$ cat src/rtl/hpdcache_data_upsize.sv
// Width up-converter FIFO: packs narrow write words in arrival order into wide
// entries and pops one whole wide entry per read; wlast_i closes an entry early.
module hpdcache_data_upsize #(
  parameter int unsigned WR_WIDTH = 64,
  parameter int unsigned RD_WIDTH = 256,
  parameter int unsigned DEPTH    = 2
) (
  input  logic                clk_i,
  input  logic                rst_i,
  input  logic                w_i,
  input  logic                wlast_i,
  output logic                wok_o,
  input  logic [WR_WIDTH-1:0] wdata_i,
  input  logic                r_i,
  output logic                rok_o,
  output logic [RD_WIDTH-1:0] rdata_o
);

  localparam int unsigned WR_WORDS      = RD_WIDTH / WR_WIDTH;
  localparam int unsigned WORDCNT_WIDTH = (WR_WORDS > 2) ? $clog2(WR_WORDS) : 1;
  localparam int unsigned PTR_WIDTH     = (DEPTH > 1) ? $clog2(DEPTH) : 1;
  localparam int unsigned USED_WIDTH    = $clog2(DEPTH) + 1;

  logic [RD_WIDTH-1:0]      mem_q [DEPTH];
  logic [PTR_WIDTH-1:0]     wrptr_q, wrptr_d;
  logic [PTR_WIDTH-1:0]     rdptr_q, rdptr_d;
  logic [USED_WIDTH-1:0]    used_q, used_d;
  logic [WORDCNT_WIDTH-1:0] wcnt_q, wcnt_d;

  logic w_acc;
  logic r_acc;
  logic commit;

  // The entry under fill is not counted in used_q, so it never gates a read.
  assign wok_o   = (used_q < USED_WIDTH'(DEPTH));
  assign rok_o   = (used_q != '0);
  assign rdata_o = mem_q[rdptr_q];

  assign w_acc  = w_i & wok_o;
  assign r_acc  = r_i & rok_o;
  assign commit = w_acc & (wlast_i | (wcnt_q == WORDCNT_WIDTH'(WR_WORDS - 1)));

  always_comb begin
    wrptr_d = wrptr_q;
    rdptr_d = rdptr_q;
    used_d  = used_q;
    wcnt_d  = wcnt_q;
    if (w_acc) begin
      wcnt_d = commit ? '0 : wcnt_q + WORDCNT_WIDTH'(1);
    end
    if (commit) begin
      wrptr_d = (wrptr_q == PTR_WIDTH'(DEPTH - 1)) ? '0 : wrptr_q + PTR_WIDTH'(1);
    end
    if (r_acc) begin
      rdptr_d = (rdptr_q == PTR_WIDTH'(DEPTH - 1)) ? '0 : rdptr_q + PTR_WIDTH'(1);
    end
    case ({commit, r_acc})
      2'b10:   used_d = used_q + USED_WIDTH'(1);
      2'b01:   used_d = used_q - USED_WIDTH'(1);
      default: used_d = used_q;
    endcase
  end

  always_ff @(posedge clk_i or posedge rst_i) begin
    if (rst_i) begin
      wrptr_q <= '0;
      rdptr_q <= '0;
      used_q  <= '0;
      wcnt_q  <= '0;
    end else begin
      wrptr_q <= wrptr_d;
      rdptr_q <= rdptr_d;
      used_q  <= used_d;
      wcnt_q  <= wcnt_d;
    end
  end

  // Word 0 of a new entry also clears the upper words, so an early close is zero-filled.
  always_ff @(posedge clk_i or posedge rst_i) begin
    if (rst_i) begin
      for (int i = 0; i < int'(DEPTH); i++) mem_q[i] <= '0;
    end else if (w_acc) begin
      if (wcnt_q == '0) begin
        mem_q[wrptr_q] <= {{(RD_WIDTH - WR_WIDTH){1'b0}}, wdata_i};
      end else begin
        mem_q[wrptr_q][wcnt_q * WR_WIDTH +: WR_WIDTH] <= wdata_i;
      end
    end
  end

  generate
    if (WR_WIDTH == 0 || RD_WIDTH <= WR_WIDTH || (RD_WIDTH % WR_WIDTH) != 0 || DEPTH == 0)
    begin : g_bad_params
      $error("hpdcache_data_upsize: illegal WR_WIDTH/RD_WIDTH/DEPTH");
    end
  endgenerate

  always @(posedge clk_i) begin
    if (!rst_i) begin
      assert (!(w_acc && used_q == USED_WIDTH'(DEPTH)))
        else $error("hpdcache_data_upsize: write accepted while full");
    end
  end

endmodule
$ cat config.mk
export PLATFORM = sky130hd
export DESIGN_NAME = hpdcache_data_upsize
export DESIGN_NICKNAME = d
export VERILOG_FILES = /design/src/rtl/hpdcache_data_upsize.sv
export SDC_FILE = /design/constraint.sdc
export NUM_CORES = 1
export LEC_CHECK = 0
export CAP_MARGIN = 20
export CORE_MARGIN = 3
export CORE_UTILIZATION = 40
export CTS_CLUSTER_DIAMETER = 40
export DETAILED_ROUTE_END_ITERATION = 8
export GPL_TIMING_DRIVEN = 0
export PLACE_DENSITY = 0.66
export SYNTH_ARGS = -nofsm -noshare
export SYNTH_HDL_FRONTEND = slang
export SYNTH_SLANG_ARGS = --single-unit
export TNS_END_PERCENT = 20
$ cat constraint.sdc
create_clock -name clk_i -period 20.6 [get_ports clk_i]
set_input_delay 6.18 -clock clk_i [delete_from_list [all_inputs] [get_ports clk_i]]
set_output_delay 6.18 -clock clk_i [all_outputs]
set_load 0.01 [all_outputs]
== Word-level counts from Yosys, hierarchy flattened ==
Cells that the tools add are included.
W data, S select, Z words.

* Bits in registers: 518
* Input port bits: 69
* Output and inout bits: 258
* Word-level logic and storage cells: 45

* $add $sub $neg: 6
* $lt $le $gt $ge: 4
* Equality and inequality tests: 3
* Shift operators: 2
* Mux-type cells: 14
* Bitwise gates (word level): 6
* Reduce and logical (&&, ||, !) cells: 4

{| class="wikitable"
|+ Operators by type and width
! operator !! number
|-
| $mux W256 || 5
|-
| $bwmux W512 || 2
|-
| $demux W256 S1 || 2
|-
| $mux W512 || 1
|-
| $shift A64 B34 Y256 const A || 1
|-
| $shiftx A64 B34 Y256 || 1
|-
| $neg A8 Y34 || 1
|-
| $add A2 B1 Y2 const B || 2
|-
| $eq A2 B2 Y1 const B || 2
|-
| $ge A2 B2 Y1 const B || 2
|-
| $not A1 Y2 || 2
|-
| $pmux W2 S2 || 1
|-
| $reduce_bool A2 Y1 || 2
|-
| $and A1 B1 Y1 || 3
|-
| $add A1 B1 Y1 const B || 2
|-
| $eq A2 B1 Y1 const B || 1
|-
| $logic_not A2 Y1 || 1
|-
| $lt A2 B1 Y1 const B || 1
|-
| $lt A2 B2 Y1 const B || 1
|-
| $mux W1 || 2
|-
| $mux W2 || 1
|-
| $sub A2 B1 Y2 const B || 1
|-
| $logic_and A1 B1 Y1 || 1
|-
| $or A1 B1 Y1 || 1
|}

== Depth between registers and ports, before layout ==
Gate-level depths: netlist of the first run.

* Depth after elaboration: 7
* Mapped depth: 8
* Gate-level depth less buffers: 6

== Worst setup path before layout of the first run ==
OpenSTA, ideal clock, no wires.

* Kind: reg-to-output
* Start point: register rdptr_q
* End point: output port rdata_o[216]
* Arrival time: 1410 ps
* Data required time: 14420 ps
* Slack: 13010 ps
* Cell stages (with the launch flop): 5
* Path through: dfrtp_1 > clkbuf_1 > clkbuf_1 > buf_2 > mux2_2

* Cells in the longest elaborated chain, start to end: 4

{| class="wikitable"
|+ Ends and longest elaborated chain
! what !! line !! RTL
|-
| start: declaration || 26 || <nowiki>logic [PTR_WIDTH-1:0] rdptr_q, rdptr_d;</nowiki>
|-
| start signal: assignment || 72 || <nowiki>rdptr_q <= rdptr_d;</nowiki>
|-
| $not A1 Y2 (not written as such) || 37 || <nowiki>assign rdata_o = mem_q[rdptr_q];</nowiki>
|-
| $mux W256 (not written as such) (3 in series) || 37 ||
|-
| end: declaration || 16 || <nowiki>output logic [RD_WIDTH-1:0] rdata_o</nowiki>
|}

No other way between the ends. The select of a mux whose other input is x is not followed.

== Worst setup path after layout of the first run ==
* Start point: register rdptr_q
* End point: output port rdata_o[86]

Same word-level chain as after synthesis.

==> summary.md, run 1 <==
| Metric | Value |
|---|---|
| Worst-path maximum fanout | `10` |
| Initial antenna violation count | `7` |
| Vias in the first global route | `16.8k` |
| DRT iter0 DRCs | `972` |
| Hold Path Class | `reg -> reg` |
| Pleak | `0.0132 uW` |
| Syn Inst Count | `1664` |
| Storage element area | `13000 um2` |
| Resize count post-CTS | `0` |
| Total power | `3520 uW` |
| GPL Wtd Cong | `0.806` |
| Final slew viol count | `0` |
| Critical path launch point type | `flop` |
| Mapped Area | `21800 um2` |
| CTS sink count | `518` |
| Skew final | `0.0171 ns` |
| Sw power | `1090 uW` |
| CP peak stage delay | `0.87 ns` |
| Worst R2R Path Depth | `6` |
| Distinct cells, synth | `30` |
| CORE AREA | `53200 um2` |
| Multi-input gate area | `7940 um2` |
| CP Data Required Time | `14.42 ns` |
| Buffers on Ports | `326` |
| Final Hold Viols | `0` |
| Yosys warnings | `0` |
| FF+latch count, synth | `518` |
| Final-report setup violation count | `0` |
| Die X | `239 um` |
| Crit path top cell by count | `clkbuf_1` |
| Nets | `2158` |
| Outcome | `finished clean` |
| Rel. slew slack | `24.8%` |
| P_int | `2430 uW` |
| Detail Placement HPWL | `46.3 mm` |
| Most frequent cells in the layout | `dfrtp_1 (518), a22o_1 (385), clkdlybuf4s50_1 (326)` |
| Syn Area/Cell | `13.1 um2` |
| Slowest-stage cell, CP | `clkbuf_1` |
| Via density | `5.60` |
| Post-Route WL | `66.7 mm` |
| Cells along the critical path | `clkbuf_1 > clkbuf_1 > buf_2 > mux2_2 > clkdlybuf4s50_1` |
| CTS Buf Count | `75` |
| Crit path time final | `9.61 ns` |
| PD cells | `122 nW/um2` |
| Clock power share | `36.9%` |
| Sw Ratio | `30.9%` |
| Crit end category | `output port` |
| Max Freq | `104 MHz` |
| Starting Density | `40.9%` |
| Fill count | `4447` |
| Setup_tns | `0 ns` |
| Max_cap viols | `0` |
| Final ANT Viol Nets | `0` |
| Max Buffers Root-to-Sink | `3` |
| Worst-Skew Late Latency | `0.60 ns` |
| CTS H-tree depth | `3` |
| Residual DRC | `0` |
| Chip height | `239 um` |
| Most common cell after layout, fill and taps aside | `dfrtp_1` |
| Via Count | `15.9k` |
| # Post-CTS Setup Buffers | `0` |
| CTS tree | `done` |
| VDD IR max | `75.4 uV` |
| Std cell rows | `84` |
| CP arrival | `3.43 ns` |
| Io pins | `327` |
| Largest net degree at the start of global routing | `46` |
| Sequential area share after synthesis | `59.6%` |
| Synthesized net count | `1739` |
| Hold Path Cell Cnt | `2` |
| RSZ-0062 raised after global routing | `false` |
| Least-Margin Pin Slew | `1.13 ns` |
| Layout area overhead | `32.4%` |
| Reg power frac | `35.1%` |
| Root Driver | `clkbuf_16` |
| Layout cells sized above 1 | `23.7%` |
| Type of the worst setup path | `reg -> out` |
| Tcrit/Tclk final | `46.6%` |
| Die area | `57200 um2` |
| Total GRT Usage | `23.2%` |
| Clock slew seen by the registers of the worst setup and hold paths | `0.06 ns` |
| Hold buffers post-CTS | `0` |
| First-pass DRT Iterations | `7` |
| Combinational power share | `28.0%` |
| Total gr overflow | `0` |
| First-pass GRT wire length | `102 mm` |
| Routed WL per cell | `23.5 um` |
-- cells in the mapped netlist --
cell type / number / area, um2
nand2b_1: 1 / 6.26
and2_1: 1 / 6.26
buf_2: 57 / 285
buf_1: 2 / 7.51
nor4bb_1: 2 / 20.0
clkbuf_2: 3 / 15.0
nor4b_2: 1 / 15.0
nor3b_2: 1 / 12.5
or4b_4: 1 / 13.8
xnor2_1: 4 / 35.0
clkbuf_1: 44 / 165
ha_1: 6 / 75.1
o21bai_1: 1 / 7.51
a22o_1: 385 / 3370
or2_2: 1 / 6.26
dfrtp_1: 518 / 13000
inv_1: 4 / 15.0
nand4bb_1: 1 / 11.3
nor3_1: 1 / 5.00
mux2_2: 257 / 2890
nor2_1: 1 / 3.75
o21ai_1: 25 / 125
buf_6: 24 / 270
and3_1: 6 / 37.5
and3b_1: 1 / 8.76
nand2_1: 194 / 728
o21ai_0: 105 / 526
buf_4: 14 / 105
o21ai_2: 2 / 17.5
xor2_1: 1 / 8.76
-- power groups by stage --
stage,clock (uW),combinational (uW),sequential [uW]
final,1300,983,1240
after global routing,1370,1050,1250
after CTS,1320,993,1230
after detailed placement,0,988,1250
after global placement,0,965,1240
after floorplan,0,571,1230
-- through the flow --
step | utilization, % | instances | hold WS (ns) | instance area, um2 | worst slack (ns)
6_report | 54.2 | 2831 | 0.475 | 28800 | 10.99
5_1_grt | 54.2 | 2830 | 0.497 | 28800 | 10.85
4_1_cts | 54.2 | 2830 | 0.477 | 28800 | 10.90
3_5_place_dp | 49.3 | 2694 | 0.464 | 26200 | 11.55
3_3_place_gp | 48.7 | 2678 | 0.455 | 25900 | 4.46
2_1_floorplan | - | 1664 | 0.444 | 21800 | 7.38
-- path summary, 6_finish.rpt --
check | start | to | slack (ns)
max | rdptr_q$_DFFE_PP0P_ | rdata_o[86] | 10.99
min | mem_q[418]$_DFFE_PP0P_ | mem_q[418]$_DFFE_PP0P_ | 0.47
max reg2reg | wcnt_q[0]$_DFFE_PP0P_ | mem_q[487]$_DFFE_PP0P_ | 18.07
min reg2reg | mem_q[418]$_DFFE_PP0P_ | mem_q[418]$_DFFE_PP0P_ | 0.47
max in group asynchronous | rst_i | mem_q[355]$_DFFE_PP0P_ | 12.97
min in group asynchronous | rst_i | mem_q[71]$_DFFE_PP0P_ | 5.97
-- worst max-delay path, delay by kind of cell (launching register included) --
kind | cells | cell delay [ns]
buffers and inverters | 4 | 2.09
DFF | 1 | 0.31
muxes | 1 | 0.40
-- flip-flops by register name, summed over array words and instances, names as in the netlist --
register  cells
mem_q       512
used_q        2
wcnt_q        2
rdptr_q       1
wrptr_q       1
-- kinds of logic (layout without fill, tap and decap cells) --
logic type	count (synthesis)	in the layout	share of synthesized area, %
and+or+nand+nor	212	212	4.02
other	0	1	0
muxes	257	257	13.3
buffers and inverters	148	626	3.97
adders and majority gates	6	6	0.345
DFF	518	518	59.6
xor gates and xnor gates	5	5	0.201
AOI/OAI and AO/OA	518	518	18.6
-- metal layers --
layer,track usage (%),vias up,share of wire [%]
met3,5.87,106,6.5
met5,0,-,0.020
met2,36.6,481,47
met1,32.0,8261,44
met4,6.58,2,2.3
li1,-,7013,-
-- cell type report --
type / count / area share (%)
buffer: 144 / 2.95
sequential: 518 / 45.0
multi-input combinational: 998 / 27.6
tap: 688 / 2.99
inverter: 4 / 0.0652
antenna: 1 / 0.00869
clock inverter: 42 / 1.68
clock buffer: 94 / 7.26
timing repair buffer: 342 / 12.5
No activity file was read; power rests on OpenSTA's default activity.
==> inputs of run 2 (changes only) <==
--- a/config.mk
+++ b/config.mk
@@ -11,7 +11,7 @@
 export CTS_CLUSTER_DIAMETER = 40
 export DETAILED_ROUTE_END_ITERATION = 8
 export GPL_TIMING_DRIVEN = 0
-export PLACE_DENSITY = 0.66
+export PLACE_DENSITY = 0.64
 export SYNTH_ARGS = -nofsm -noshare
 export SYNTH_HDL_FRONTEND = slang
 export SYNTH_SLANG_ARGS = --single-unit
==> constraint.sdc (replaced) <==
create_clock -name clk_i -period 9 [get_ports clk_i]
set_input_delay 2.7 -clock clk_i [delete_from_list [all_inputs] [get_ports clk_i]]
set_output_delay 2.7 -clock clk_i [all_outputs]
set_load 0.01 [all_outputs]
==> run 2 against run 1 <==
Register-to-register slack got worse by 12 ns. Critical path type unchanged. Non-clock buffer count decreased by 1. Clock power increased by 130%.
==> summary.md, run 2 (synthesis gave the netlist of run 1 again) <==
| Metric | Value |
|---|---|
| Resize count post-CTS | `0 (unchanged)` |
| Top Registers | `mem_q x512, used_q x2, wcnt_q x2` |
| Residual DRC | `0 (unchanged)` |
| Routed WL per cell | `23.6 um (+0.39%)` |
| Most common cell after layout, fill and taps aside | `dfrtp_1` |
| Flop-to-flop setup slack | `6.31 ns (-11.76 ns)` |
| Final core occ | `54.1% (-0.071 points)` |
| Most flop-heavy register | `mem_q` |
| PnR worst setup slack | `2.86 ns (-8.13 ns)` |
| CP Data Required Time | `6.30 ns (-8.12 ns)` |
| Max_cap viols | `0 (unchanged)` |
| Post-Route WL | `67.0 mm (+0.46%)` |
| Vias in the first global route | `16.8k (+0.14%)` |
| First-pass DRT Iterations | `5 (-2)` |
| CTS sink count | `518 (unchanged)` |
| Max Freq | `163 MHz` |
| CORE AREA | `53200 um2 (unchanged)` |
| CTS H-tree depth | `3 (unchanged)` |
| Root Driver | `clkbuf_16` |
| Rel. slew slack | `26.9% (+2.1 points)` |
| Max Buffers Root-to-Sink | `3 (unchanged)` |
| Final slew viol count | `0 (unchanged)` |
| Outcome | `finished clean` |
| Worst-Skew Late Latency | `0.60 ns (about the same)` |
| Skew final | `0.0155 ns (-0.00166 ns)` |
| Least-Margin Pin Slew | `1.10 ns (-0.0317 ns)` |
| CP arrival | `3.44 ns (about the same)` |
| Worst-path maximum fanout | `10 (unchanged)` |
| Detail Placement HPWL | `46.2 mm (-0.31%)` |
| Layout area overhead | `32.2%` |
| Type of the worst setup path | `reg -> out` |
| GPL Wtd Cong | `0.790 (-2.0%)` |
| Hold Path Class | `reg -> reg` |
| Buffers on Ports | `326 (unchanged)` |
| # Post-CTS Setup Buffers | `0 (unchanged)` |
| Die X | `239 um (unchanged)` |
| Place WS | `3.44 ns (-8.11 ns)` |
| Largest net degree at the start of global routing | `46 (unchanged)` |
| Clock slew seen by the registers of the worst setup and hold paths | `0.05 ns (about the same)` |
| Io pins | `327 (unchanged)` |
| Crit path time final | `6.14 ns` |
| Max reg flops | `512 (unchanged)` |
| Chip height | `239 um (unchanged)` |
| Storage element area | `13000 um2 (unchanged)` |
| Final ANT Viol Nets | `0 (unchanged)` |
| DRT iter0 DRCs | `1094 (+13%)` |
| Via density | `5.63 (+0.41%)` |
| Critical path launch point type | `flop` |
| CTS tree | `done` |
| Die area | `57200 um2 (unchanged)` |
| Fill count | `4420 (-0.61%)` |
| Hold buffers post-CTS | `0 (unchanged)` |
| Starting Density | `40.9% (unchanged)` |
| RSZ-0062 raised after global routing | `false` |
| Pleak | `0.0132 uW (about the same)` |
| Crit end category | `output port` |
| Final Hold Viols | `0 (unchanged)` |
| Layout cells sized above 1 | `23.8% (+0.082 points)` |
| Total GRT Usage | `23.3% (+0.089 points)` |
| Hold Worst Slack | `0.470 ns (-0.00424 ns)` |
| Final-report setup violation count | `0 (unchanged)` |
| Total gr overflow | `0 (unchanged)` |
| PD cells | `280 nW/um2 (+130%)` |
| Via Count | `15.9k (+0.48%)` |
| Most frequent cells in the layout | `dfrtp_1 (518), a22o_1 (385), clkdlybuf4s50_1 (326)` |
| Tcrit/Tclk final | `68.2%` |
| First-pass GRT wire length | `103 mm (+0.59%)` |
| CTS Buf Count | `75 (unchanged)` |
| Initial antenna violation count | `7 (unchanged)` |
| Nets | `2157 (-0.046%)` |
| VDD IR max | `126 uV (+67%)` |
| Std cell rows | `84 (unchanged)` |
| Multi-input gate area | `7940 um2 (unchanged)` |
-- run 2: power by group --
part / internal, uW / total [uW] / switching, uW / leakage (uW)
combinational: 1080 / 2240 / 1160 / 0.00487
clock: 1840 / 2980 / 1140 / 0.00126
sequential: 2650 / 2830 / 178 / 0.00710
total: 5570 / 8040 / 2470 / 0.0132
-- run 2: through the flow --
step	setup TNS, ns	total power (uW)	instance area [um2]	instances
2_1_floorplan	-381.38	4120	21800	1664
3_3_place_gp	-1859.80	5060	25900	2678
3_5_place_dp	0	5110	26200	2692
4_1_cts	0	8110	28700	2830
5_1_grt	0	8380	28800	2831
6_report	0	8040	28800	2833
-- run 2: path summary, 6_finish.rpt --
path | startpoint | end | depth (start not counted)
setup / recovery | rdptr_q$_DFFE_PP0P_ | rdata_o[86] | 5
hold / removal | mem_q[161]$_DFFE_PP0P_ | mem_q[161]$_DFFE_PP0P_ | 2
setup reg to reg | wcnt_q[0]$_DFFE_PP0P_ | mem_q[199]$_DFFE_PP0P_ | 6
hold reg to reg | mem_q[161]$_DFFE_PP0P_ | mem_q[161]$_DFFE_PP0P_ | 2
max in group asynchronous | rst_i | mem_q[413]$_DFFE_PP0P_ | 8
min in group asynchronous | rst_i | mem_q[70]$_DFFE_PP0P_ | 2
-- run 2: layout make-up --
class / instances / share of cell area, %
multi-input cells: 998 / 27.6
clock inverters: 45 / 1.73
clock buffers: 93 / 7.22
well taps: 688 / 2.99
inverters: 4 / 0.0652
diodes: 2 / 0.0174
plain buffers: 144 / 2.95
repair buffers: 341 / 12.4
flip-flops and latches: 518 / 45.1
-- run 2: layer usage --
layer	GRT usage [%]	vias to the layer above	routed length [um]
met5	1.52	-	138
met4	6.65	6	1640
met3	5.34	101	4220
met2	36.4	494	31000
met1	32.6	8335	30000
li1	-	7003	-
-- run 2: worst max-delay path, cell delays in order, from the launching register on --
cell and delay, ns:
dfrtp_1 0.32, clkbuf_1 0.25, clkbuf_1 0.85, buf_2 0.50
mux2_2 0.41, clkdlybuf4s50_1 0.48
==> inputs of run 3 (changes only) <==
--- a/config.mk
+++ b/config.mk
@@ -11,7 +11,7 @@
 export CTS_CLUSTER_DIAMETER = 40
 export DETAILED_ROUTE_END_ITERATION = 8
 export GPL_TIMING_DRIVEN = 0
-export PLACE_DENSITY = 0.64
+export PLACE_DENSITY = 0.66
 export SYNTH_ARGS = -nofsm -noshare
 export SYNTH_HDL_FRONTEND = slang
 export SYNTH_SLANG_ARGS = --single-unit
==> constraint.sdc (replaced) <==
create_clock -name clk_i -period 5.6 [get_ports clk_i]
set_input_delay 1.68 -clock clk_i [delete_from_list [all_inputs] [get_ports clk_i]]
set_output_delay 1.68 -clock clk_i [all_outputs]
set_load 0.01 [all_outputs]
==> results of run 3 <==
Same layout as run 1 (identical final DEF). Status: finished clean.
Among the figures that moved: setup slack after placement 11.55 ns -> 1.05 ns; setup slack after layout 10.99 ns -> 0.493 ns; register-to-register setup slack 18.07 ns -> 3.07 ns; total power 3520 uW -> 12900 uW; worst IR drop on VDD 75.4 uV -> 277 uV
